File: src/rtl/rs_issue_scheduler_if.sv
// Dispatch/issue bus between the reservation-station bank, dispatch logic and the FU.
// The master drives the RS status and handshakes, and the slave is the scheduler.
interface rs_issue_scheduler_if #(
    parameter int NUM_RS       = 4,
    parameter int ROB_TAG_BITS = 5,
    parameter int IDX_BITS     = $clog2(NUM_RS)
);
    logic                           dispatch_valid;
    logic [NUM_RS-1:0]              rs_avail;
    logic [NUM_RS-1:0]              rs_ready;
    logic [NUM_RS*ROB_TAG_BITS-1:0] rs_tag;
    logic                           fu_ready;
    logic                           rob_clear;
    logic [NUM_RS-1:0]              rs_load;
    logic                           dispatch_stall;
    logic                           issue_valid;
    logic [IDX_BITS-1:0]            issue_idx;
    logic [ROB_TAG_BITS-1:0]        issue_tag;
    logic [NUM_RS-1:0]              rs_free;

    modport master (
        output dispatch_valid, rs_avail, rs_ready, rs_tag, fu_ready, rob_clear,
        input  rs_load, dispatch_stall, issue_valid, issue_idx, issue_tag, rs_free
    );

    modport slave (
        input  dispatch_valid, rs_avail, rs_ready, rs_tag, fu_ready, rob_clear,
        output rs_load, dispatch_stall, issue_valid, issue_idx, issue_tag, rs_free
    );
endinterface

File: src/rtl/rs_issue_scheduler.sv
// Reservation-station allocator plus round-robin issue scheduler for one shared FU.
// Define RS_SCHED_PERF_EN to add saturating issue/stall performance counters.
module rs_issue_scheduler #(
    parameter int NUM_RS       = 4,
    parameter int ROB_TAG_BITS = 5,
    parameter int IDX_BITS     = $clog2(NUM_RS)
) (
    input  logic                  clock,
    input  logic                  reset,
    rs_issue_scheduler_if.slave   bus
`ifdef RS_SCHED_PERF_EN
    ,
    output logic [15:0]           perf_issue_cnt,
    output logic [15:0]           perf_stall_cnt
`endif
);

    typedef enum logic {RUN = 1'b0, FLUSH = 1'b1} state_t;

    state_t                  state, state_next;
    logic [IDX_BITS-1:0]     rr_ptr;
    logic [NUM_RS-1:0]       alloc_pend;
    logic                    issue_valid_q;
    logic [IDX_BITS-1:0]     issue_idx_q;
    logic [ROB_TAG_BITS-1:0] issue_tag_q;

    logic [NUM_RS-1:0]       held_mask, cand, elig, load_mask, free_mask;
    logic                    stall, handshake, take_issue, win_found;
    logic [IDX_BITS-1:0]     win_idx, probe;
    logic [ROB_TAG_BITS-1:0] win_tag;

    assign held_mask = issue_valid_q ? (NUM_RS'(1) << issue_idx_q) : '0;
    assign cand      = bus.rs_avail & ~alloc_pend & ~held_mask;
    assign elig      = bus.rs_ready & ~bus.rs_avail & ~held_mask;

    // Round-robin search over eligible slots starting at rr_ptr, wrapping around.
    always_comb begin
        win_found = 1'b0;
        win_idx   = rr_ptr;
        probe     = rr_ptr;
        for (int k = 0; k < NUM_RS; k++) begin
            probe = rr_ptr + IDX_BITS'(k);
            if (!win_found && elig[probe]) begin
                win_found = 1'b1;
                win_idx   = probe;
            end
        end
    end

    assign win_tag = bus.rs_tag[win_idx*ROB_TAG_BITS +: ROB_TAG_BITS];

    always_comb begin
        state_next = state;
        load_mask  = '0;
        free_mask  = '0;
        stall      = 1'b1;
        handshake  = 1'b0;
        take_issue = 1'b0;
        case (state)
            RUN: begin
                if (bus.rob_clear) begin
                    state_next = FLUSH;
                end else begin
                    stall      = (cand == '0);
                    load_mask  = bus.dispatch_valid ? (cand & (~cand + NUM_RS'(1))) : '0;
                    handshake  = issue_valid_q && bus.fu_ready;
                    free_mask  = handshake ? held_mask : '0;
                    take_issue = !issue_valid_q || bus.fu_ready;
                end
            end
            FLUSH: begin
                free_mask  = '1;
                state_next = bus.rob_clear ? FLUSH : RUN;
            end
            default: state_next = RUN;
        endcase
        // Outputs must go quiet the instant reset asserts, not at the next edge.
        if (!reset) begin
            load_mask = '0;
            stall     = 1'b1;
            free_mask = '0;
            handshake = 1'b0;
        end
    end

    always_ff @(posedge clock or negedge reset) begin
        if (!reset) begin
            state         <= RUN;
            rr_ptr        <= '0;
            alloc_pend    <= '0;
            issue_valid_q <= 1'b0;
            issue_idx_q   <= '0;
            issue_tag_q   <= '0;
        end else begin
            state      <= state_next;
            alloc_pend <= load_mask;
            if (state == FLUSH || bus.rob_clear) begin
                issue_valid_q <= 1'b0;
                rr_ptr        <= '0;
            end else if (take_issue) begin
                issue_valid_q <= win_found;
                if (win_found) begin
                    issue_idx_q <= win_idx;
                    issue_tag_q <= win_tag;
                    rr_ptr      <= win_idx + IDX_BITS'(1);
                end
            end
        end
    end

`ifdef RS_SCHED_PERF_EN
    always_ff @(posedge clock or negedge reset) begin
        if (!reset) begin
            perf_issue_cnt <= '0;
            perf_stall_cnt <= '0;
        end else begin
            if (handshake && perf_issue_cnt != 16'hFFFF)
                perf_issue_cnt <= perf_issue_cnt + 16'd1;
            if (bus.dispatch_valid && stall && perf_stall_cnt != 16'hFFFF)
                perf_stall_cnt <= perf_stall_cnt + 16'd1;
        end
    end
`endif

    assign bus.rs_load        = load_mask;
    assign bus.dispatch_stall = stall;
    assign bus.issue_valid    = issue_valid_q;
    assign bus.issue_idx      = issue_idx_q;
    assign bus.issue_tag      = issue_tag_q;
    assign bus.rs_free        = free_mask;

endmodule

File: src/flat_wrapper.sv
// flat-port wrapper written by rule: the top's interface ports become plain ports
module rs_issue_scheduler_flat 
#(
    parameter int NUM_RS       = 4,
    parameter int ROB_TAG_BITS = 5,
    parameter int IDX_BITS     = $clog2(NUM_RS)
)
  (clock, reset, bus_dispatch_valid, bus_rs_avail, bus_rs_ready, bus_rs_tag, bus_fu_ready, bus_rob_clear, bus_rs_load, bus_dispatch_stall, bus_issue_valid, bus_issue_idx, bus_issue_tag, bus_rs_free);
  rs_issue_scheduler_if #(.NUM_RS(NUM_RS), .ROB_TAG_BITS(ROB_TAG_BITS), .IDX_BITS(IDX_BITS)) bus_i ();
  input  logic clock;
  input  logic reset;
  input wire logic [$bits(bus_i.dispatch_valid)-1:0] bus_dispatch_valid;
  input wire logic [$bits(bus_i.rs_avail)-1:0] bus_rs_avail;
  input wire logic [$bits(bus_i.rs_ready)-1:0] bus_rs_ready;
  input wire logic [$bits(bus_i.rs_tag)-1:0] bus_rs_tag;
  input wire logic [$bits(bus_i.fu_ready)-1:0] bus_fu_ready;
  input wire logic [$bits(bus_i.rob_clear)-1:0] bus_rob_clear;
  output wire logic [$bits(bus_i.rs_load)-1:0] bus_rs_load;
  output wire logic [$bits(bus_i.dispatch_stall)-1:0] bus_dispatch_stall;
  output wire logic [$bits(bus_i.issue_valid)-1:0] bus_issue_valid;
  output wire logic [$bits(bus_i.issue_idx)-1:0] bus_issue_idx;
  output wire logic [$bits(bus_i.issue_tag)-1:0] bus_issue_tag;
  output wire logic [$bits(bus_i.rs_free)-1:0] bus_rs_free;
  assign bus_i.dispatch_valid = bus_dispatch_valid;
  assign bus_i.rs_avail = bus_rs_avail;
  assign bus_i.rs_ready = bus_rs_ready;
  assign bus_i.rs_tag = bus_rs_tag;
  assign bus_i.fu_ready = bus_fu_ready;
  assign bus_i.rob_clear = bus_rob_clear;
  assign bus_rs_load = bus_i.rs_load;
  assign bus_dispatch_stall = bus_i.dispatch_stall;
  assign bus_issue_valid = bus_i.issue_valid;
  assign bus_issue_idx = bus_i.issue_idx;
  assign bus_issue_tag = bus_i.issue_tag;
  assign bus_rs_free = bus_i.rs_free;
  rs_issue_scheduler #(.NUM_RS(NUM_RS), .ROB_TAG_BITS(ROB_TAG_BITS), .IDX_BITS(IDX_BITS)) u_core (.clock(clock), .reset(reset), .bus(bus_i));
endmodule
File: config.mk
export PLATFORM = sky130hd
export DESIGN_NAME = rs_issue_scheduler_flat
export DESIGN_NICKNAME = d
export VERILOG_FILES = /design/src/rtl/rs_issue_scheduler_if.sv /design/src/rtl/rs_issue_scheduler.sv /design/src/flat_wrapper.sv
export SDC_FILE = /design/constraint.sdc
export NUM_CORES = 1
export LEC_CHECK = 0
export ABC_AREA = 1
export BUFFER_PORTS_ARGS = -buffer_cell sky130_fd_sc_hd__buf_4
export CORE_ASPECT_RATIO = 0.8
export CORE_MARGIN = 5
export CORE_UTILIZATION = 54
export CTS_BUF_LIST = sky130_fd_sc_hd__clkbuf_4 sky130_fd_sc_hd__clkbuf_8
export DETAILED_ROUTE_END_ITERATION = 12
export GPL_TIMING_DRIVEN = 0
export PLACE_DENSITY = 0.88
export SLEW_MARGIN = 10
export SYNTH_ARGS = -nofsm -noshare
export SYNTH_HDL_FRONTEND = slang
export SYNTH_SLANG_ARGS = --single-unit
File: constraint.sdc
create_clock -name clock -period 2.95 [get_ports clock]
set_input_delay 0.59 -clock clock [delete_from_list [all_inputs] [get_ports clock]]
set_output_delay 0.59 -clock clock [all_outputs]
set_load 0.01 [all_outputs]
==> flow_summary.json, run 1 <==
{
  "crit_buf_inv": 2,
  "power_leakage_nw": 0.998,
  "remaining_drc_errors": 0,
  "fillCellCount": 183,
  "crit_type": "in -> out",
  "layoutNonFillerInstCount": 277,
  "path_cells": "buf_4, nor2_1, nand3_1, nand3b_1, nor3_1, buf_4",
  "p_clk_share_pct": 7.8,
  "antenna_found_initial": 0,
  "overflow": 0,
  "final-setup-viol-count": 0,
  "swShare_pct": 51.9,
  "synth-simple-area-share_pct": 51.3,
  "start_kind": "primary input",
  "netlist_instances": 199,
  "core_area_mm2": 0.00220,
  "grt_max_degree": 19,
  "synthesis.area_mm2": 0.00127,
  "routabilityCongestion": 0.866,
  "synth_compound_area_share_pct": 4.25,
  "setup-tns-final_ns": 0,
  "antennaDiodeCount": 0,
  "synth_top_cell_area_share_pct": 29.6,
  "rsz0062_at_grt": "false",
  "period_share_pct": 84.5,
  "drtAntennaViolNets": 0,
  "worst_slack_ns": 0.457,
  "synth-seq-cells": 15,
  "synth_top_family_by_area": "simple AND/OR/NAND/NOR gates",
  "max_stage_delay_ns": 0.37,
  "yosysWarnings": 0,
  "numPortBuffers": 49,
  "p_int_w": 0.000741,
  "multiInputGateArea_um2": 728,
  "crit_path_top_delay_cell": "nor2_1",
  "h-tree-depth": 1,
  "dieWidth_um": 64.1,
  "drtIter0Drc": 94,
  "clock-sinks": 15,
  "dp_cells": 273,
  "synthAdderAreaFrac_pct": 0,
  "cp.required_ns": 2.36,
  "ys_types": 24,
  "wl_per_cell_um": 12.4,
  "status": "finished, final reports clean",
  "path_max_fanout": 6,
  "cts_root_buffer": "clkbuf_4",
  "boundaryPins": 50,
  "die_area_mm2": 0.00342,
  "skew_ns": 0.0105,
  "critical_path.top_delay_family": "simple AND/OR/NAND/NOR gates",
  "cts.clk_slew.worst_paths_ns": 0.10,
  "num_vias": 1391,
  "final-hold-violation-count": 0,
  "start_util_pct": 57.7,
  "worstSetupEndpointType": "primary output",
  "ir_worst_vdd_mv": 0.740,
  "nNetsFinal": 286,
  "drt_first_pass_iters": 4,
  "synthMuxAreaShare_pct": 0,
  "syn2layout_area_growth_pct": 33.7,
  "combPwrFrac_pct": 71.4,
  "hold_buffers": 0,
  "synth_area_per_cell_um2": 6.36,
  "cts_resized": 0,
  "dp_hpwl_um": 2700,
  "arrival_ns": 1.90,
  "syn_nets": 232,
  "powerDensity_mw_per_mm2": 909,
  "drive_gt1_share_pct": 30.2,
  "grt_pass1_vias": 1227,
  "synth_top_cell_by_area": "dfrtp_1",
  "drt_wl_total_um": 3420,
  "drt-vias-per-instance": 5.02,
  "die_h_um": 53.3,
  "synth_xor_area_share_pct": 1.98,
  "slew_headroom_pct": 69.9,
  "place_ws_ns": 0.501,
  "clock.fmax_mhz": 401,
  "grt_first_pass_wirelength_um": 5520,
  "fin_crit_ns": 2.49,
  "cap_violations": 0,
  "path_common_cell": "buf_4",
  "placementRows": 15,
  "post-cts-setup-buffer-count": 0,
  "ff_latch_area_um2": 375,
  "p_sw_w": 0.000799,
  "hold_path_class": "in -> async",
  "insertion_delay_ns": 0.29,
  "grt_usage_pct": 20.4,
  "power_frac_seq_pct": 20.8,
  "worst_slew_pin_slew_ns": 0.450,
  "slew_violations": 0,
  "netlist_top_cells_area": "dfrtp_1 (30%), nand2_1 (21%), nand3_1 (13%)",
  "numCtsBuffers": 3,
  "seq_area_frac_synth_pct": 29.6,
  "clk_path_buf_depth": 2,
  "cts_tree": "yes"
}
layout by cell type, fill, tap and decap left out, drive strengths merged:
master	count
nor3b	1
clkinv	1
o211ai	1
nor3	3
xor2	1
nand3b	3
a21oi	4
nand3	37
clkbuf	3
nand4	3
nor2	10
o22ai	1
nand2	80
xnor2	1
buf	54
o21ai	3
inv	31
dfrtp	15
power groups by stage:
stage               Clock, W  Combinational (W)  Sequential [W]
finish              0.000121            0.00110        0.000320
floorplan                  0           0.000783        0.000335
CTS                 0.000121            0.00110        0.000316
detailed placement         0            0.00109        0.000320
global route        0.000135            0.00123        0.000326
global placement           0            0.00106        0.000317
Yosys cell counts (all sizes together):
master / n
nor2: 10
dfrtp: 15
nor3: 3
nor3b: 1
nand4: 3
nand3b: 3
buf: 5
o211ai: 1
o21ai: 3
nand3: 37
a21oi: 4
o22ai: 1
xnor2: 1
inv: 31
nand2: 80
xor2: 1
layout make-up:
cell class	count	area share, %
well taps	25	1.85
flip-flops and latches	15	22.2
inverters	31	6.87
multi-input cells	148	43.0
clock inverters	1	0.296
plain buffers	5	2.73
clock buffers	3	1.33
repair buffers	49	21.7
through the flow:
| stage | hold WS [ns] | util [%] | cell area [µm²] | total power (W) |
|---|---|---|---|---|
| 3_3_place_gp | 0.461 | 75.8 | 1670 | 0.00138 |
| 2_1_floorplan | 0.294 | - | 1270 | 0.00112 |
| 6_report | 0.137 | 77.1 | 1690 | 0.00154 |
| 5_1_grt | 0.142 | 77.1 | 1690 | 0.00169 |
| 4_1_cts | 0.150 | 77.1 | 1690 | 0.00153 |
| 3_5_place_dp | 0.463 | 75.8 | 1670 | 0.00141 |
worst reg2reg max path, stage by stage, from the launching register on:
cell and delay [ns]:
dfrtp_1 0.46, inv_1 0.12, nand3_1 0.15, nand3_1 0.14, nand2_1 0.06, nand2_1 0.06, nand2_1 0.10, nor2_4 0.19
nand3_2 0.11, nand3_1 0.13, nand2_4 0.10, inv_2 0.12, nand2_1 0.07, nand3_1 0.11, nand2_1 0.07
state kept, by name, indices dropped and copies added (netlist names):
name,count
u_core.state,1
u_core.bus.issue_idx,2
u_core.alloc_pend,4
u_core.rr_ptr,2
u_core.bus.issue_valid,1
u_core.bus.issue_tag,5
cells by family (layout without fill, tap and decap cells):
| logic type | Yosys count | after routing |
|---|---|---|
| flops | 15 | 15 |
| compound gates | 9 | 9 |
| buf+inv | 36 | 89 |
| xor+xnor | 2 | 2 |
| simple gates | 137 | 137 |
layer usage:
| metal | vias to the layer above | global-route usage (%) | routed length [µm] |
|---|---|---|---|
| li1 | 729 | - | - |
| met1 | 607 | 29.8 | 1600 |
| met2 | 48 | 30.4 | 1590 |
| met3 | 7 | 2.12 | 176 |
| met4 | 0 | 8.14 | 61 |
| met5 | - | 0 | 0 |
path summary, 6_finish.rpt:
kind | startpoint | cells after the start | slack (ns) | end
setup reg to reg | u_core.bus.issue_idx[1] | 14 | 0.83 | u_core.bus.issue_tag[1]
max in group asynchronous | reset | 1 | 2.61 | u_core.bus.issue_idx[0]
hold / removal | reset | 1 | 0.14 | u_core.alloc_pend[1]
hold reg to reg | u_core.bus.issue_tag[1] | 2 | 0.49 | u_core.bus.issue_tag[1]
min in group clock | bus_rob_clear | 1 | 0.43 | u_core.state
setup / recovery | bus_rob_clear | 6 | 0.46 | bus_rs_load[3]
(Power assumes the default switching activity.)
==> run 2: changes to the inputs <==
--- a/config.mk
+++ b/config.mk
@@ -5,15 +5,15 @@
 export SDC_FILE = /design/constraint.sdc
 export NUM_CORES = 1
 export LEC_CHECK = 0
-export ABC_AREA = 1
+export ABC_AREA = 0
 export BUFFER_PORTS_ARGS = -buffer_cell sky130_fd_sc_hd__buf_4
 export CORE_ASPECT_RATIO = 0.8
 export CORE_MARGIN = 5
-export CORE_UTILIZATION = 54
+export CORE_UTILIZATION = 47
 export CTS_BUF_LIST = sky130_fd_sc_hd__clkbuf_4 sky130_fd_sc_hd__clkbuf_8
 export DETAILED_ROUTE_END_ITERATION = 12
 export GPL_TIMING_DRIVEN = 0
-export PLACE_DENSITY = 0.88
+export PLACE_DENSITY = 0.81
 export SLEW_MARGIN = 10
 export SYNTH_ARGS = -nofsm -noshare
 export SYNTH_HDL_FRONTEND = slang
==> constraint.sdc (replaced) <==
create_clock -name clock -period 2.5 [get_ports clock]
set_input_delay 0.5 -clock clock [delete_from_list [all_inputs] [get_ports clock]]
set_output_delay 0.5 -clock clock [all_outputs]
set_load 0.01 [all_outputs]
==> run 2 against run 1 <==
Against the previous run:
- largest cell class unchanged
- global-route usage decreased by 2.3 points
- cell count decreased by 33%
- register-to-register slack got worse by 0.54 ns
- synthesized cell count decreased by 46%
- total power is 50% lower
- clock-buffer cell count stayed put
- core utilization down 6.6 points
- sequential power is 1% higher
- worst hold slack worse by 0.068 ns
==> flow_summary.json, run 2 <==
{
  "fin_crit_ns": 2.47,
  "dp_hpwl_um": 2380,
  "ys_top_cells_by_count": "dfrtp_1 (15), nand2_1 (12), mux2i_1 (11)",
  "drt_wl_total_um": 2950,
  "layoutNonFillerInstCount": 186,
  "grt_max_degree": 22,
  "die_area_mm2": 0.00329,
  "netlist_top_cells_area": "dfrtp_1 (36%), mux2i_1 (10%), nand2_1 (4.3%)",
  "p_total_w": 0.000765,
  "remaining_drc_errors": 0,
  "core_area_mm2": 0.00214,
  "synth-seq-cells": 15,
  "synthesis.area_mm2": 0.00105,
  "timing.rr.start": "u_core.bus.issue_idx[1]",
  "ys.flop_type": "dfrtp_1",
  "synth-edff-count": 0,
  "syn2layout_area_growth_pct": 43.2,
  "drive_gt1_share_pct": 45.3,
  "cap_violations": 0,
  "numPortBuffers": 49,
  "final-hold-violation-count": 0,
  "wl_per_cell_um": 15.9,
  "antenna_found_initial": 0,
  "routabilityCongestion": 0.766,
  "layout_commonest_cell": "buf_4",
  "hold_path_class": "in -> async",
  "dieWidth_um": 62.9,
  "powerDensity_mw_per_mm2": 507,
  "grt_pass1_vias": 1064,
  "worstSetupEndpointType": "primary output",
  "period_share_pct": 98.7,
  "final-setup-viol-count": 0,
  "drtIter0Drc": 45,
  "rr_worst_depth": 7,
  "cts_root_buffer": "clkbuf_4",
  "worst_slew_pin_slew_ns": 0.381,
  "grt_first_pass_wirelength_um": 4650,
  "syn_nets": 140,
  "placementRows": 15,
  "regToRegSetupSlack_ns": 0.29,
  "synth_top_cell_area_share_pct": 35.6,
  "slew_headroom_pct": 74.3,
  "crit_type": "reg -> out",
  "start_kind": "flip-flop",
  "skew_ns": 0.00237,
  "synthMostInstantiatedCell": "dfrtp_1",
  "arrival_ns": 1.97,
  "clock.fmax_mhz": 405,
  "clock-sinks": 15,
  "synth_top_cell_by_area": "dfrtp_1",
  "ys_types": 43,
  "utilization_pct": 70.5,
  "slew_violations": 0,
  "die_h_um": 52.3,
  "synth_area_per_cell_um2": 9.85,
  "antennaDiodeCount": 0,
  "grt_usage_pct": 18.0,
  "overflow": 0,
  "numCtsBuffers": 3,
  "dp_cells": 181,
  "nNetsFinal": 195,
  "reg2reg_to": "u_core.bus.issue_tag[2]",
  "status": "finished, final reports clean",
  "seq_area_frac_synth_pct": 35.6,
  "cp.required_ns": 2.00,
  "cts.clk_slew.worst_paths_ns": 0.10,
  "layout_common_cells": "buf_4 (51), dfrtp_1 (14), nand2_1 (12)",
  "hold_buffers": 0,
  "path_max_fanout": 7,
  "cts_tree": "yes",
  "clk_path_buf_depth": 2,
  "largest_reg_flops": 5,
  "drtAntennaViolNets": 0,
  "drt_first_pass_iters": 4,
  "yosysWarnings": 0,
  "whs_ns": 0.0686,
  "drt-vias-per-instance": 5.64,
  "synthArstFlopShare_pct": 100,
  "setup-tns-final_ns": 0,
  "start_util_pct": 49.2,
  "power_leakage_nw": 0.761,
  "insertion_delay_ns": 0.29,
  "netlist_instances": 107,
  "h-tree-depth": 1,
  "ir_worst_vdd_mv": 0.544,
  "boundaryPins": 50,
  "num_vias": 1049
}
-- run 2: worst max-delay path, stage by stage (launching register included) --
cell and delay [ns]:
dfrtp_1 0.49, and3b_1 0.23, buf_6 0.14, nor3b_2 0.26, nor3b_1 0.37, buf_4 0.19
-- run 2: metrics by stage --
step | setup slack [ns] | instance area, µm²
finish | 0.0329 | 1510
global placement | 0.136 | 1450
floorplan | 0.439 | 1050
detailed placement | 0.0939 | 1450
CTS | 0.00802 | 1490
global route | -0.0183 | 1510
-- run 2: logic make-up after synthesis --
logic type	share of synthesized area [%]
and+or+nand+nor	31.5
buffers and inverters	3.33
DFF	35.6
AOI/OAI and AO/OA	18.3
muxes	10.5
xor gates and xnor gates	0.832
-- run 2: final cells by class --
type | count | area, µm²
Fill cell | 186 | 631
Multi-Input combinational cell | 86 | 663
Inverter | 3 | 11.3
Buffer | 3 | 23.8
Clock buffer | 3 | 22.5
Tap cell | 25 | 31.3
Sequential cell | 15 | 377
Clock inverter | 1 | 5.00
Timing Repair Buffer | 50 | 375
-- run 2: worst max path at each step --
stage	from	endpoint	slack, ns	depth (start not counted)
floorplan	bus_rs_avail[3]	u_core.bus.issue_tag[0]	0.44	7
detailed placement	bus_rob_clear	bus_rs_load[3]	0.09	6
global placement	bus_rob_clear	bus_rs_load[3]	0.14	6
CTS	u_core.bus.issue_idx[0]	bus_rs_load[2]	0.008	5
global route	u_core.bus.issue_idx[1]	bus_rs_load[2]	-0.02	5
finish	u_core.bus.issue_idx[1]	bus_rs_load[2]	0.03	5
-- run 2: repair_timing --
action | in CTS | in global routing
setup buffers | 0 | 1
pin swaps | 0 | 0
resized for setup | 2 | 3
setup endpoints to repair | 1 | 3
hold endpoints to repair | 0 | 0
-- run 2: layer usage --
layer | up-vias | track usage (%) | part of all wire (%)
met2 | 28 | 30.7 | 52
met5 | - | 0 | 0
li1 | 512 | - | -
met3 | 4 | 4.08 | 4.0
met1 | 505 | 22.1 | 43
met4 | 0 | 7.42 | 1.2
-- run 2: power breakdown --
part	internal [W]	total, W	switching [W]
Sequential	0.000281	0.000324	0.0000435
Clock	0.0000595	0.000145	0.0000853
Combinational	0.000162	0.000297	0.000135
